### src/rtl/fifo_srl_pkg.sv
// Shared constants and helpers for the SRL FIFO family used by the SpMV PE interconnect.
package fifo_srl_pkg;

    function automatic int clog2(input int value);
        int r;
        r = 0;
        for (int i = 0; i < 31; i++)
            if ((1 << i) < value) r = i + 1;
        return r;
    endfunction

    // The counter needs one extra bit so it can represent a full FIFO (count == DEPTH).
    function automatic int cnt_width(input int addr_width);
        return addr_width + 1;
    endfunction

    localparam int DEF_DATA_WIDTH   = 32;
    localparam int DEF_DEPTH        = 16;
    localparam int DEF_GRACE_PERIOD = 2;
    localparam int DEF_ADDR_WIDTH   = clog2(DEF_DEPTH);

endpackage

### src/rtl/fifo_srl_shift_storage.sv
// Resetless shift-register array with a random-access read tap; maps onto SRL primitives.
module fifo_srl_shift_storage #(
    parameter int DATA_WIDTH = 32,
    parameter int ADDR_WIDTH = 4,
    parameter int DEPTH      = 16
) (
    input  logic                  clk,
    input  logic [DATA_WIDTH-1:0] data,
    input  logic                  ce,
    input  logic [ADDR_WIDTH-1:0] a,
    output logic [DATA_WIDTH-1:0] q
);

    logic [DATA_WIDTH-1:0] mem [DEPTH];

    always_ff @(posedge clk) begin
        if (ce) begin
            mem[0] <= data;
            for (int i = 1; i < DEPTH; i++)
                mem[i] <= mem[i-1];
        end
    end

    assign q = mem[a];

endmodule

### src/rtl/fifo_srl_almost_full_ctrl.sv
// Show-ahead SRL FIFO controller with an almost-full grace window for pipelined producers.
// Optional sticky overflow port when FIFO_OVERFLOW_FLAG_EN is defined.
module fifo_srl_almost_full_ctrl
    import fifo_srl_pkg::*;
#(
    parameter int DATA_WIDTH   = DEF_DATA_WIDTH,
    parameter int ADDR_WIDTH   = DEF_ADDR_WIDTH,
    parameter int DEPTH        = DEF_DEPTH,
    parameter int GRACE_PERIOD = DEF_GRACE_PERIOD
) (
    input  logic                  clk,
    input  logic                  reset,
    output logic                  if_full_n,
    input  logic                  if_write,
    input  logic [DATA_WIDTH-1:0] if_din,
    output logic                  if_empty_n,
    input  logic                  if_read,
    output logic [DATA_WIDTH-1:0] if_dout
`ifdef FIFO_OVERFLOW_FLAG_EN
    ,
    output logic                  overflow
`endif
);

    localparam int CNT_WIDTH = cnt_width(ADDR_WIDTH);
    localparam logic [CNT_WIDTH-1:0] FULL_CNT  = CNT_WIDTH'(DEPTH);
    localparam logic [CNT_WIDTH-1:0] ALMOST    = CNT_WIDTH'(DEPTH - GRACE_PERIOD);
    localparam logic [CNT_WIDTH-1:0] ONE_CNT   = CNT_WIDTH'(1);

    logic [CNT_WIDTH-1:0]  count, count_next;
    logic [ADDR_WIDTH-1:0] rd_idx, rd_idx_next;
    logic                  wr_ok, rd_ok, shift_en;

    assign wr_ok    = if_write && (count != FULL_CNT);
    assign rd_ok    = if_read && if_empty_n;
    assign shift_en = wr_ok && !reset;

    // Head lives at rd_idx; a shift moves it up, a pop moves it down, both together cancel.
    always_comb begin
        count_next  = count + CNT_WIDTH'(wr_ok) - CNT_WIDTH'(rd_ok);
        rd_idx_next = rd_idx;
        if (wr_ok && !rd_ok && count != '0)
            rd_idx_next = rd_idx + 1'b1;
        else if (rd_ok && !wr_ok && count > ONE_CNT)
            rd_idx_next = rd_idx - 1'b1;
    end

    always_ff @(posedge clk) begin
        if (reset) begin
            count      <= '0;
            rd_idx     <= '0;
            if_empty_n <= 1'b0;
            if_full_n  <= 1'b1;
        end else begin
            count      <= count_next;
            rd_idx     <= rd_idx_next;
            if_empty_n <= (count_next != '0);
            if_full_n  <= (count_next < ALMOST);
        end
    end

`ifdef FIFO_OVERFLOW_FLAG_EN
    always_ff @(posedge clk) begin
        if (reset)
            overflow <= 1'b0;
        else if (if_write && count == FULL_CNT)
            overflow <= 1'b1;
    end
`endif

    fifo_srl_shift_storage #(
        .DATA_WIDTH (DATA_WIDTH),
        .ADDR_WIDTH (ADDR_WIDTH),
        .DEPTH      (DEPTH)
    ) u_storage (
        .clk  (clk),
        .data (if_din),
        .ce   (shift_en),
        .a    (rd_idx),
        .q    (if_dout)
    );

endmodule

### config.mk
export PLATFORM = sky130hd
export DESIGN_NAME = fifo_srl_almost_full_ctrl
export DESIGN_NICKNAME = d
export VERILOG_FILES = /design/src/rtl/fifo_srl_pkg.sv /design/src/rtl/fifo_srl_shift_storage.sv /design/src/rtl/fifo_srl_almost_full_ctrl.sv
export SDC_FILE = /design/constraint.sdc
export NUM_CORES = 1
export LEC_CHECK = 0
export BUFFER_PORTS_ARGS = -buffer_cell sky130_fd_sc_hd__buf_2
export CAP_MARGIN = 40
export CORE_MARGIN = 2
export CORE_UTILIZATION = 29
export DETAILED_ROUTE_END_ITERATION = 8
export PLACE_DENSITY = 0.42
export SYNTH_ARGS = -nofsm -noshare
export SYNTH_HDL_FRONTEND = slang
export SYNTH_SLANG_ARGS = --single-unit
### constraint.sdc
create_clock -name clk -period 36.2 [get_ports clk]
set_input_delay 5.43 -clock clk [delete_from_list [all_inputs] [get_ports clk]]
set_output_delay 5.43 -clock clk [all_outputs]
set_load 0.005 [all_outputs]
# Word level (Yosys, flattened, before mapping)
# Memories as Yosys holds them, arrays and structs flattened. A register that Yosys moved wholly into a read port is not among the register bits.
# Index checks and enable logic that the tools add are counted.
[word_totals] regBits=11 ram_bits=512 input_bits=36 output_inout_bits=34 wordCells=31 n_memories=1
[memory_table] name="u_storage.mem" depth=16 width=32 read_ports=16 rd_clocked_by_memory_dff=1 write_ports=16 line="fifo_srl_shift_storage.sv:14" rtl="logic [DATA_WIDTH-1:0] mem [DEPTH];"
[op_classes] add_sub_neg=4 order_cmp=2 n_eq_ne=1 n_mux=6 n_reduce_logical=13
[ops] cell="$mux W4" count=4
[ops] cell="$reduce_bool A5 Y1" count=2
[ops] cell="$logic_and A1 B1 Y1" count=7
[ops] cell="$add A5 B1 Y5" count=1
[ops] cell="$gt A5 B1 Y1 const B" count=1
[ops] cell="$lt A5 B4 Y1 const B" count=1
[ops] cell="$ne A5 B5 Y1 const B" count=1
[ops] cell="$sub A5 B1 Y5" count=1
[ops] cell="$add A4 B1 Y4 const B" count=1
[ops] cell="$sub A4 B1 Y4 const B" count=1
[ops] cell="$logic_not A1 Y1" count=3
[ops] cell="$mux W1" count=2
[ops] cell="$reduce_bool A2 Y1" count=1

# Depth between registers and ports, before layout
# Gate-level depths: netlist of run 1.
[logic_depth] ltp_word=9 mapped_depth=13

# By module
# A second synthesis of run 1 with hierarchy kept.
[hier_totals] cells_unflattened=860 hier_area_um2=19855.3
[by_module_without_submodules] mod="fifo_srl_shift_storage" n_inst=1 cells_each=783 area_each_um2=19103.3 seq_area_each_um2=15374.7
[by_module_without_submodules] mod="fifo_srl_almost_full_ctrl" n_inst=1 cells_each=77 area_each_um2=752.0 seq_area_each_um2=220.2

# Worst setup path after synthesis of run 1
# Ideal clock, no wire load.
[synth_timing] path_type="input-to-reg" startpoint="in reset" endpoint="mem u_storage.mem[0][0], enable pin" setup_time_ns=1.400 arrival_ns=26.847 required_time_ns=34.800 setup_slack_ns=7.953 cell_stages=2 cell_sequence="clkbuf_1 -> nor2_1"
[synth_lines] item="start: declaration" line="fifo_srl_almost_full_ctrl.sv:12" rtl="input logic reset,"
[synth_lines] item="end: declaration" line="fifo_srl_shift_storage.sv:14"

==> run metrics, run 1 <==
outcome complete, no violations; dominant synthesized flop cell edfxtp_1; CTS resizes 0; Avg WL per Cell 19.1 um; cell mode on critical path buf_16; Post-Syn Instances between 700 and 800; Final period util 0.244; setup TNS 0 ps; Syn Nets 838; Vias 8526; Area contributors post-synth edfxtp_1 76%, mux4_2 14%, mux4_1 4.2%; Setup Fix Bufs, Post-CTS 0; Synth Register Bits 527; die height 268 um; clk slew on worst S/H paths 60 ps; worst slew pin tran about 1200 ps; Root Driver clkbuf_16; CP Cell Sequence buf_16, buf_4, buf_16, mux4_1, mux4_2, buf_2; Crit Path Max Fanout 37; fraction of layout cells with a size suffix above 1 0.308; Detail Route Antenna Nets 0; crit end category output pin; Int Pwr about 1.3 mW; total gr overflow 0; Yosys top cell area share 0.763; P_sw roughly 0.44 mW; sequential share of the synthesized area 0.778; Switching Fraction 0.260; clk_lat worst skew 590 ps; # hold bufs at CTS 0; Initial Utilization 0.293; Max Cap Violations 0; Largest stage delay, worst path 630 ps; Max stage delay cell, worst path mux4_1; final-report hold violation count 0; VDD IR max 35.4 uV; Avg Vias per Cell 4.54; final-report setup violation count 0; row count between 90 and 100; leakage power 7.41 nW; number of synthesized flops with an enable pin 512; number of port buffers 69; pin count of the biggest net entering global routing slightly below 200; TritonCTS clock tree built; num ports 70; clk buf depth 3; asr flop ratio synth 0; sequential share of power 0.473; global-route wire length before repair around 56000 um; multi-input logic area 0.00420 mm^2; RSZ-0062 raised after global routing no; storage element area 0.0157 mm^2; WP data required 30770 ps; CP Launch Type flop; synth unique cells 35; Chip Width approximately 270 um; Slew Viols, Final 0; Initial DRT Pass Iterations 5; Tot GR Track Use 0.101; WS Path Type flop to output pin; clock power share 0.330; leading area contributor after synthesis edfxtp_1; Non-Filler Instances approximately 1900; Worst slew margin 0.196; initial antenna violation count 0; post-synthesis cell area 0.0202 mm^2; pwr/cell area 72.7 mW/mm^2; Clock Sinks 527; Avg Inst Size Synth 25.5 um^2; fmax 0.113 GHz; overall routed net length 35800 um; # fillers 6481; Comb pwr share 0.197; DP Cell Count 1769; Ys Warns 0; nets@finish 947; Area Growth Syn to Fin 16.5%; Post-Route Skew 12.8 ps; routability cong. 0.664; n_diodes 0; Arrival @ worst endpoint around 3400 ps; Tightest Hold Check Type flop to flop; Residual DRC 0; Final min period approximately 8800 ps; DR iter-0 viols 794; HPWL Detailed 18700 um; number of CTS-inserted buffers 58; core area 0.0687 mm^2; die area 0.0716 mm^2; vias in the first global route between 8000 and 9000; H-tree depth 2
## metrics by stage
stage | hold WS, ps | setup WS, ps | utilization | power [mW] | cell area [um^2]
2_1_floorplan | 417 | 7950 | - | 1.09 | 20200
5_1_grt | 445 | 27070 | 0.342 | 1.80 | 23500
4_1_cts | 435 | 27140 | 0.342 | 1.75 | 23500
3_5_place_dp | 425 | 27730 | 0.316 | 1.17 | 21700
3_3_place_gp | 419 | 27450 | 0.313 | 1.16 | 21500
6_report | 436 | 27350 | 0.342 | 1.71 | 23500
## logic make-up after synthesis
| group | Yosys count | share of synthesized area |
|---|---|---|
| and+or+nand+nor | 21 | 0.00584 |
| xor gates and xnor gates | 5 | 0.00217 |
| DFF | 527 | 0.778 |
| buffers and inverters | 47 | 0.0142 |
| muxes | 163 | 0.186 |
| AOI/OAI and AO/OA | 13 | 0.00509 |
| adders and majority gates | 13 | 0.00881 |
## layout by cell type (no fill, tap or decap), drive strengths merged, types with 2 or more instances in the layout
master,instances
nor2,10
bufinv,2
a21oi,3
buf,85
inv,12
fa,2
xor2,2
nor2b,3
mux4,160
o21bai,2
clkbuf,86
xnor2,3
mux2i,2
ha,11
nand2,2
clkinv,17
edfxtp,512
dfxtp,15
## final cells by class
| type | instances | area share |
|---|---|---|
| Clock inverter | 21 | 0.00613 |
| Clock buffer | 86 | 0.0707 |
| Sequential cell | 527 | 0.668 |
| Multi-Input combinational cell | 215 | 0.179 |
| Tap cell | 931 | 0.0496 |
| Inverter | 11 | 0.00176 |
| Timing Repair Buffer | 85 | 0.0248 |
## layer usage
metal,vias to the layer above,track usage,share of wire
met2,145,0.141,0.44
met1,4646,0.154,0.50
met4,0,0.0340,0.024
met5,-,0,0
li1,3672,-,-
met3,63,0.0222,0.041
## synthesized netlist by cell type, types with 3 or more instances
library cell and count:
edfxtp_1 512, mux4_2 128, mux4_1 32, clkbuf_1 18, dfxtp_1 15, buf_6 13
ha_1 11, inv_1 11, nor2_1 10, a21oi_1 3, buf_1 3, nor2b_1 3
xnor2_1 3
## path summary, 6_finish.rpt
kind	start	end	slack (ps)	cells past startpoint
min reg2reg	u_storage.mem[14][26]	u_storage.mem[15][26]	440	0
min	u_storage.mem[14][26]	u_storage.mem[15][26]	440	0
max reg2reg	count[2]	u_storage.mem[2][24]	32750	8
max	flop	if_dout[2]	27350	6
## flip-flops by register name, indices dropped and copies added, names as in the netlist, named ones only
| name | flops |
|---|---|
| count | 5 |
| rd_idx | 4 |
| if_full_n | 1 |
| u_storage.mem | 512 |
| if_empty_n | 1 |
## power by group through the flow
stage	registers [mW]	clock network [mW]	logic (mW)
finish	0.807	0.563	0.337
global route	0.818	0.609	0.368
CTS	0.810	0.588	0.350
detailed placement	0.821	0	0.348
global placement	0.826	0	0.334
floorplan	0.835	0	0.258
## critical path: cells and delay by family, from the launching register on
family,cells,cell delay [ps]
flops,1,530
mux,2,1190
buf+inv,4,1020
Note: power is estimated with default switching activity, not from simulation.
==> inputs of run 2 (changes only) <==
- clock period: 36.2 -> 8.8 ns (I/O delays scaled with it)
==> run 2 against run 1 <==
Effect of this change:
- design area increased by 0.33%
- sequential share of layout area decreased by 0.21 points
- sequential power grew to 4.1 times the previous value
- critical path depth is 2 lower
- first-iteration DRC count is 14% lower
- largest power group unchanged
- flip-flop and latch count unchanged
- critical endpoint is now if_dout[31]
- utilization is 0.11 points higher
- clock power rose to 4.2 times the previous value
- combinational power increased to 4.1 times the previous value
- setup slack worse by 23000 ps
- cell count shrank 0.16%
- routed wire length rose by 0.47%
==> run metrics, run 2 (synthesized netlist as in run 1, its figures left out) <==
outcome complete, no violations; pwr/cell area 301 mW/mm^2; final-report setup violation count 0; Setup Fix Bufs, Post-CTS 0; Vias approximately 8500; routability cong. about 0.67; Avg Vias per Cell ~4.5; most frequent cells in the layout 512 x edfxtp_1, 128 x mux4_2, 69 x buf_2; Largest stage delay, worst path 760 ps; Initial DRT Pass Iterations 5; fraction of layout cells with a size suffix above 1 0.314; H-tree depth 2; Initial Utilization 0.293; Hold WS 433 ps; Chip Width about 270 um; Clock Sinks 527; Slew Viols, Final 0; clk slew on worst S/H paths 60 ps; Final min period around 4800 ps; VDD IR max 146 uV; crit end category output pin; num ports 70; number of CTS-inserted buffers 58; initial antenna violation count 2; setup TNS 0 ps; Final period util 0.545; Root Driver clkbuf_16; CTS resizes 0; final core occ 0.343; WS Path Type flop to output pin; HPWL Detailed 19100 um; clk buf depth 3; nets@finish 946; # fillers about 6400; Largest Register u_storage.mem; Post-Route Skew roughly 14 ps; die height 268 um; final-report hold violation count 0; Max stage delay cell, worst path dfxtp_4; pin count of the biggest net entering global routing 144; TritonCTS clock tree built; die area 0.0716 mm^2; core area 0.0687 mm^2; number of flip-flops under the largest register name between 500 and 600; Worst slew margin 0.417; Max Cap Violations 0; RSZ-0062 raised after global routing no; overall routed net length 36000 um; Residual DRC 0; CP Launch Type flop; biggest regs u_storage.mem (512), count (5), rd_idx (4); DR iter-0 viols 682; Detail Route Antenna Nets 0; number of port buffers 69; final setup margin 4000 ps; Crit Path Max Fanout around 100; global-route wire length before repair between 50000 and 60000 um; n_diodes 0; vias in the first global route 9008; clk_lat worst skew 610 ps; Tot GR Track Use 0.101; WP data required 7480 ps; total gr overflow 0; Avg WL per Cell 19.2 um; row count 96; Total Power 7.10 mW; # hold bufs at CTS 0; CP Cell Sequence buf_12, mux4_1, mux4_2, buf_2; commonest non-fill, non-tap cell in the layout edfxtp_1; Arrival @ worst endpoint approximately 3500 ps; Setup WS pre-CTS 4490 ps; Tightest Hold Check Type flop to flop; Area Growth Syn to Fin 16.9%; fmax ~0.21 GHz; worst slew pin tran 875 ps; leakage power 7.44 nW
## run 2: changes by cell type in the layout (fill, tap and decap cells not counted), sizes merged
cell    delta
inv        +1
bufinv     +5
clkinv     +3
buf        -1
clkbuf    -11
## run 2: cell type report
class	instances	area, um^2	area share
multi-input combinational	215	4220	0.179
clock inverter	30	333	0.0141
timing repair buffer	84	596	0.0253
clock buffer	75	1520	0.0643
inverter	11	41.3	0.00175
sequential	527	15700	0.666
tap	931	1160	0.0494
## run 2: path summary, 6_finish.rpt
check | startpoint | endpoint | slack, ps | cells after the start
hold reg to reg | u_storage.mem[6][10] | u_storage.mem[7][10] | 430 | 0
setup / recovery | flop | if_dout[31] | 4000 | 4
hold / removal | u_storage.mem[6][10] | u_storage.mem[7][10] | 430 | 0
setup reg to reg | count[2] | u_storage.mem[12][18] | 5670 | 8
## run 2: where the power goes
group	total, mW	switching, mW	leakage, nW	internal (mW)
Clock	2.39	0.980	0.898	1.41
Combinational	1.38	0.640	1.63	0.743
Sequential	3.32	0.219	4.91	3.10
## run 2: worst max-delay path, delay by kind of cell, from the launching register on
family	cells	cell delay [ps]
mux	2	1180
buf+inv	2	840
flops	1	760
## run 2: per-layer routing
metal / GRT usage / vias up / part of all wire
li1: - / 3675 / -
met1: 0.145 / 4605 / 0.48
met2: 0.151 / 167 / 0.45
met3: 0.0226 / 62 / 0.046
met4: 0.0368 / 2 / 0.024
met5: 0 / - / 0.00044
## run 2: metrics by stage
step	cell area, um^2	std cells
6_report	23600	1873
3_3_place_gp	21600	1762
2_1_floorplan	20200	789
5_1_grt	23600	1873
3_5_place_dp	21700	1768
4_1_cts	23600	1873
==> inputs of run 3 (changes only) <==
- ABC_AREA: unset -> 1
- clock period: 8.8 -> 4.85 ns (I/O delays scaled with it)
==> run 3 against run 2 <==
Effect of this change:
- first-iteration DRC count increased by 51%
- setup slack worse by 2600 ps
- critical path depth grew 3
- synthesized cell count rose by 120%
- highest routed layer is now met4
==> run metrics, run 3 <==
outcome complete, no violations; Max Cap Violations 0; crit end category output pin; leakage power a little under 9 nW; Int Pwr around 9.5 mW; Slew Viols, Final 0; Comb pwr share 0.303; clock power share 0.281; Hold Path Cell Cnt 1; asr flop ratio synth 0; routability cong. about 0.70; Clock Sinks 527; sequential share of the synthesized area 0.721; total gr overflow 0; Chip Width roughly 280 um; final-report hold violation count 0; dominant synthesized flop cell edfxtp_1; core area 0.0743 mm^2; Post-synth top cells 512 x edfxtp_1, 280 x inv_1, 199 x nand3_1, 184 x nand2_1, 133 x a21oi_1; Initial DRT Pass Iterations 4; Avg WL per Cell 15.6 um; clk slew on worst S/H paths approximately 60 ps; number of CTS-inserted buffers 57; Vias roughly 12000; Reg2Reg Depth 15; cell mode on critical path nand3_1; Crit Path Max Fanout 60; WP data required 4120 ps; number of flip-flops under the largest register name 512; biggest regs u_storage.mem (512), count (5), rd_idx (4); overall routed net length 43400 um; WS Path Type flop to output pin; initial antenna violation count 2; Root Driver clkbuf_16; CP Cell Sequence buf_4, a21oi_1, o21ai_0, nand3_1, nand3_1, nand2_1, buf_2; Final min period 3460 ps; fmax between 0.2 and 0.3 GHz; Syn Nets 1771; VDD IR max 269 uV; row count 100; sequential share of power 0.415; Largest Register u_storage.mem; RSZ-0062 raised after global routing no; final core occ 0.331; fraction of layout cells with a size suffix above 1 0.0927; Switching Fraction 0.345; global-route wire length before repair 69800 um; commonest non-fill, non-tap cell in the layout edfxtp_1; leading area contributor after synthesis edfxtp_1; Tot GR Track Use 0.111; die area approximately 0.077 mm^2; Ys Warns 0; synth unique cells 24; Final period util 0.714; clk buf depth 3; Area Growth Syn to Fin 13.3%; DR iter-0 viols 1027; Arrival @ worst endpoint 2740 ps; number of synthesized flops with an enable pin 512; pwr/cell area just under 600 mW/mm^2; nets@finish 1819; final-report setup violation count 0; Tightest Hold Check Type primary input to flop; Synth Register Bits 527; P_sw approximately 5 mW; clk_lat worst skew 610 ps; pin count of the biggest net entering global routing 142; number of port buffers 69; CTS resizes 0; Setup Fix Bufs, Post-CTS 0; Detail Route Antenna Nets 0; Residual DRC 0; Worst slew margin 0.415; Largest stage delay, worst path 820 ps; Yosys top cell area share 0.707; Initial Utilization 0.292; vias in the first global route 12071; TritonCTS clock tree built; Max stage delay cell, worst path dfxtp_4; Post-Syn Instances 1722; HPWL Detailed between 20000 and 25000 um; num ports 70; worst slew pin tran 877 ps; CP Launch Type flop; Post-Route Skew around 18 ps; Avg Vias per Cell 4.41; die height between 200 and 300 um; most instantiated library cell after synthesis edfxtp_1; post-synthesis cell area 0.0217 mm^2; most frequent cells in the layout 512 x edfxtp_1, 280 x inv_1, 199 x nand3_1; setup TNS 0 ps; # hold bufs at CTS 0; H-tree depth 2; Avg Inst Size Synth around 13 um^2; Area contributors post-synth edfxtp_1 71%, inv_1 4.8%, nand3_1 4.6%
-- run 3: cell count changes after synthesis, moves of 32 or more --
cell	delta
o21ai_1	+75
a21oi_1	+130
o21ai_0	+56
mux4_2	-128
nand2_1	+182
nand3_1	+199
o211ai_1	+128
inv_1	+269
mux4_1	-32
-- run 3: metrics by stage --
stage                     hold WS (ps)  setup WS (ps)  power [mW]  cell area [um^2]  std cells
after floorplan                    421          -3910        9.36             21800       1722
after detailed placement           427           1980        10.6             22900       2680
final                              285           1390        14.5             24600       2782
after global routing               251           1170        15.5             24600       2781
after global placement             424           1980        10.6             22900       2679
after CTS                          242           1310        14.8             24600       2781
-- run 3: final timing paths --
kind	from	to	slack, ps
hold / removal	if_din[30]	u_storage.mem[0][30]	280
setup / recovery	flop	if_dout[23]	1390
hold reg to reg	u_storage.mem[6][6]	u_storage.mem[7][6]	440
setup reg to reg	count[3]	if_full_n	2320
-- run 3: power by group through the flow --
stage / combinational [mW] / clock (mW) / sequential, mW
global route: 5.03 / 4.41 / 6.10
finish: 4.39 / 4.08 / 6.02
floorplan: 3.36 / 0 / 6.00
global placement: 4.46 / 0 / 6.10
detailed placement: 4.50 / 0 / 6.12
CTS: 4.52 / 4.25 / 6.03
-- run 3: area by class of cell --
type | count | area, um^2
well taps | 969 | 1210
clock inverters | 25 | 206
flip-flops and latches | 527 | 15700
diodes | 1 | 2.50
clock buffers | 76 | 1510
repair buffers | 94 | 696
multi-input cells | 809 | 4270
fillers | 7505 | 49700
inverters | 281 | 1050
-- run 3: metal layers --
layer,up-vias,global-route usage,part of all wire
li1,6199,-,-
met1,5840,0.164,0.50
met2,169,0.167,0.44
met3,68,0.0202,0.037
met4,0,0.0340,0.023
met5,-,0,0
-- run 3: worst max-delay path: cells and delay by family, from the launching register on --
kind / cells / cell delay (ps)
flops: 1 / 820
compound gates: 2 / 230
buf+inv: 2 / 680
simple gates: 3 / 380
-- run 3: kinds of logic after synthesis --
logic type	after synthesis	synth area share
AND/OR/NAND/NOR	400	0.0807
adder cells (fa/ha/maj)	13	0.00817
XOR/XNOR	3	0.00121
AO/OA/AOI/OAI	393	0.105
flip-flops	527	0.721
buffers and inverters	386	0.0834
